**config.mk**
```make
export PLATFORM = sky130hd
export DESIGN_NAME = instr_fetch_queue
export DESIGN_NICKNAME = d
export VERILOG_FILES = /design/src/rtl/instr_fetch_queue.sv
export SDC_FILE = /design/constraint.sdc
export NUM_CORES = 1
export LEC_CHECK = 0
export CORE_MARGIN = 2
export CORE_UTILIZATION = 36
export CTS_CLUSTER_DIAMETER = 100
export DETAILED_ROUTE_END_ITERATION = 10
export PLACE_DENSITY = 0.66
export SLEW_MARGIN = 20
export SYNTH_ARGS = -nofsm -noshare
export SYNTH_HDL_FRONTEND = slang
export SYNTH_SLANG_ARGS = --single-unit
```
**constraint.sdc**
```tcl
create_clock -name clk -period 3.8 [get_ports clk]
set_input_delay 0.57 -clock clk [delete_from_list [all_inputs] [get_ports clk]]
set_output_delay 0.57 -clock clk [all_outputs]
set_load 0.01 [all_outputs]
```
**src/rtl/instr_fetch_queue.sv**
```systemverilog
// Fetch stage: owns the PC, drives imem and buffers {pc, instr} for decode.
// Define IFQ_HALT_DETECT_EN to stop fetching after a B-to-self (0xEAFFFFFE).
module instr_fetch_queue #(
    parameter int unsigned DEPTH    = 4,
    parameter logic [31:0] RESET_PC = 32'h0
) (
    input  logic        clk,
    input  logic        reset,
    output logic [31:0] imem_addr,
    input  logic [31:0] imem_rd,
    input  logic        redirect,
    input  logic [31:0] redirect_pc,
    output logic        out_valid,
    input  logic        out_ready,
    output logic [31:0] out_instr,
    output logic [31:0] out_pc,
    output logic [31:0] out_pcplus8,
    output logic        halted
);
    localparam int unsigned AW = $clog2(DEPTH);
    localparam logic [AW:0] FULL = DEPTH[AW:0];

    typedef struct packed {
        logic [31:0] pc;
        logic [31:0] instr;
    } ifq_entry_t;

    ifq_entry_t    mem [DEPTH];
    ifq_entry_t    head;
    logic [AW-1:0] rd_ptr;
    logic [AW-1:0] wr_ptr;
    logic [AW:0]   count;
    logic [AW:0]   count_nxt;
    logic [31:0]   pc;
    logic          pop;
    logic          push;
    logic          space;

    assign imem_addr = pc;
    assign head      = mem[rd_ptr];

    assign out_valid   = (count != '0) & ~redirect;
    assign out_instr   = head.instr;
    assign out_pc      = head.pc;
    assign out_pcplus8 = head.pc + 32'd8;

    // A pop frees a slot this cycle, so a full queue can still accept.
    assign pop   = out_valid & out_ready;
    assign space = (count < FULL) | pop;
    assign push  = space & ~halted & ~redirect;

    always_comb begin
        count_nxt = count;
        unique case ({push, pop})
            2'b10:   count_nxt = count + 1'b1;
            2'b01:   count_nxt = count - 1'b1;
            default: count_nxt = count;
        endcase
    end

    always_ff @(posedge clk) begin
        if (!reset) begin
            pc     <= RESET_PC;
            count  <= '0;
            rd_ptr <= '0;
            wr_ptr <= '0;
        end else if (redirect) begin
            pc     <= redirect_pc & 32'hFFFF_FFFC;
            count  <= '0;
            rd_ptr <= '0;
            wr_ptr <= '0;
        end else begin
            count <= count_nxt;
            if (push) begin
                pc     <= pc + 32'd4;
                wr_ptr <= wr_ptr + 1'b1;
            end
            if (pop) begin
                rd_ptr <= rd_ptr + 1'b1;
            end
        end
    end

    always_ff @(posedge clk) begin
        if (push) begin
            mem[wr_ptr] <= '{pc: pc, instr: imem_rd};
        end
    end

`ifdef IFQ_HALT_DETECT_EN
    localparam logic [31:0] SELF_LOOP = 32'hEAFF_FFFE;

    logic halt_q;

    // The loop word itself is enqueued; only later pushes are blocked.
    always_ff @(posedge clk) begin
        if (!reset) begin
            halt_q <= 1'b0;
        end else if (redirect) begin
            halt_q <= 1'b0;
        end else if (push && (imem_rd == SELF_LOOP)) begin
            halt_q <= 1'b1;
        end
    end

    assign halted = halt_q;
`else
    assign halted = 1'b0;
`endif

endmodule

```
==> out/results.md <==
• sequential element share of the synthesized area: 69.6%
• standby leakage power: 5.20 nW
• ratio of cells with drive above 1 in the final layout: 17.4%
• area leader, netlist: edfxtp_1
• clock edge transition at the registers on the reported setup and hold paths: 60 ps
• core region area: 0.0325 sq mm
• clock buffer count from CTS: 30
• Avg Vias per Cell: 4.91
• effective utilization at floorplan: 36.4%
• critical-path cell list: buf_16, mux4_2, and4_4, nand4_4, nor3_1, xor2_1, clkdlybuf4s50_1
• synthesis warning total: 0
• n_diodes: 0
• WL final: 26600 microns
• count of buffers from port buffering: 188
• top cells by count, synth: edfxtp_1 (248), mux4_2 (53), dfxtp_1 (39), nand2_1 (31)
• worst endpoint required time: 3230 ps
• register bit count reported by yosys: 287
• final hold vios: 0
• grt total ovfl: 0
• endpoint arrival time on the critical path: 3130 ps
• sequential standard cell area: 0.00824 sq mm
• post-route DRC violation count: 0
• standard-cell rows: 66
• wire length of the first global-routing pass: 39700 microns
• max frequency: 0.270 GHz
• GRT Total Usage: 15.3%
• leading cell type by number of instances after synthesis: edfxtp_1
• iteration-0 DRC count of the detailed router: 428
• worst clock skew: 10.3 ps
• top fanout value on the critical path: 13
• largest net degree at the start of global routing: 56
• count of buffer and inverter cells on the critical path: 2
• min-delay worst type: reg -> reg
• power density normalized to cell area: 459 mW/mm^2
• half-perimeter wire length of the detailed placement result: 16900 microns
• CP max stage cell: clkdlybuf4s50_1
• I/O pin total: 198
• detail-routed net length per standard cell: 19.4 microns
• transition time at the pin with the least slew margin: 583 ps
• fraction of synthesized cell area taken by the top area cell type: 63.0%
• Post-synth ARST share: 0%
• Worst path max stage delay: 570 ps
• startpoint kind of the worst setup timing path: flop
• maximum VDD drop: 310 uV
• clock latency on the worst-skew pair: 550 ps
• synthesized instance count: 684
• final-layout setup total negative slack: 0 ps
• status: finished, final reports clean
• number of inserted filler cells in the final layout: 2764
• number of nets with antenna violations after routing: 0
• vias in the first global route: 6774
• height of the chip: 185 microns
• endpoint class of the critical path: output pin
• Post-Place Worst Slack: 273 ps
• multi-input gate area in the final layout: 0.00336 sq mm
• Top Family by Delay on Critical Path: simple AND/OR/NAND/NOR gates
• vias post-DR: 6711
• Die W: 185 microns
• Setup-failing EPs final: 0
• remaining max-slew budget at the tightest pin: 61.0%
• post-route core utilization: 47.6%
• syn_area_per_cell: 17.3 sq um
• Clock Root Buffer: clkbuf_16
• part of the cycle the worst path needs: 97.5%
• number of enable-type register cells in the synthesized netlist: 248
• # clock sinks: 287
• H-tree depth: 1
• number of nets in the final layout: 978
• synth-to-layout area growth: 30.7%
• Final Critical Period: 3700 ps
• Worst Min Path Start: rd_ptr[1]
• die area: 0.0343 sq mm
• cell area after synthesis: 0.0118 sq mm
• classification of the worst setup path: reg -> out
• CTS tree: yes
• distinct cell type count of the synthesized netlist: 44
• final weighted congestion in routability-driven placement: 0.777
• cell area after placement: 0.0143 sq mm
• slack of the critical path: 96.0 ps
• Maximum Capacitance Violations: 0
• startpoint of the lowest-slack register-to-register path: count[2]
• largest cells by area after synthesis: edfxtp_1 (63%), mux4_2 (10%), dfxtp_1 (6.6%)
• pins over their slew limit: 0
• First-pass DRT Iterations: 4
• maximum root-to-sink buffer count: 3
• most common flop cell mapped by yosys: edfxtp_1
• initial antenna violation count: 0
• Post-Layout Inst Area: 0.0154 sq mm
• worst hold slack: 536 ps
where the power goes:
group	total, mW	internal (mW)	leakage (nW)	switching (mW)
registers	3.62	3.54	2.61	0.0742
logic	0.634	0.343	2.13	0.290
clock network	2.83	1.65	0.458	1.18
total	7.08	5.54	5.20	1.54
cell type report:
cell class	instances	area share, %
inverter	21	0.511
tap	442	3.58
clock buffer	37	5.03
sequential	287	53.3
timing repair buffer	219	14.6
multi-input combinational	343	21.7
clock inverter	19	1.18
metal layers:
metal	global-route usage (%)	wire (microns)	vias up	share of wire (%)
met2	25.6	12700	218	48
met5	0	0	-	0
met1	20.6	11700	3356	44
met3	2.89	1640	35	6.2
li1	-	-	3102	-
met4	3.59	505	0	1.9
layout by cell type (no fill, tap or decap), types with 9 or more instances in the layout:
cell type / count
clkbuf_16: 30
nor4_1: 10
xnor2_1: 29
mux4_2: 60
buf_4: 22
o21ai_0: 19
dfxtp_1: 37
inv_1: 21
nor3_1: 13
dlymetal6s2s_1: 9
clkdlybuf4s50_1: 176
nand3_1: 14
xor2_1: 29
nor2_1: 23
nand2_1: 30
edfxtp_1: 248
nand2b_1: 13
o211a_1: 9
a21oi_1: 12
and2_1: 10
path summary, 6_finish.rpt:
kind                     endpoint  slack (ps)  cells past startpoint
setup / recovery  out_pcplus8[21]         100                      7
hold / removal          rd_ptr[1]         540                      2
setup reg to reg         count[2]        1350                      8
hold reg to reg         rd_ptr[1]         540                      2
per-stage QoR:
| step | power, mW | std cells |
|---|---|---|
| 2_1_floorplan | 3.93 | 690 |
| 3_3_place_gp | 4.30 | 1297 |
| 3_5_place_dp | 4.31 | 1297 |
| 4_1_cts | 7.16 | 1359 |
| 5_1_grt | 7.34 | 1368 |
| 6_report | 7.08 | 1368 |
state kept, by name, indices dropped and copies added, names as in the netlist, named ones only:
| name | cells |
|---|---|
| wr_ptr | 2 |
| rd_ptr | 2 |
| imem_addr | 30 |
| count | 3 |
| mem | 248 |
cell families (layout without fill, tap and decap cells):
kind of cell    Yosys count  in the layout  share of synthesized area (%)
buf+inv                  61            296                           2.77
other cells               1              7                         0.0317
mux                      65             65                           12.4
fa+ha+maj                 8              8                          0.911
compound gates           50             50                           2.83
xor+xnor                 58             58                           4.30
flops                   287            287                           69.6
simple gates            154            155                           7.15
tightest hold or removal path, delay by kind of cell, from the launching register on:
kind                      cells  cell delay, ps
DFF                           1             330
and+or+nand+nor               1             100
xor gates and xnor gates      1              70
repair_timing:
item / 4_1_cts / 5_1_grt
hold buffers: 0 / 0
setup endpoints to repair: 20 / 14
resized for setup: 21 / 20
buffers inserted: 5 / 8
pin swaps: 1 / 1
gates cloned: 1 / 1
(Power assumes the default switching activity.)
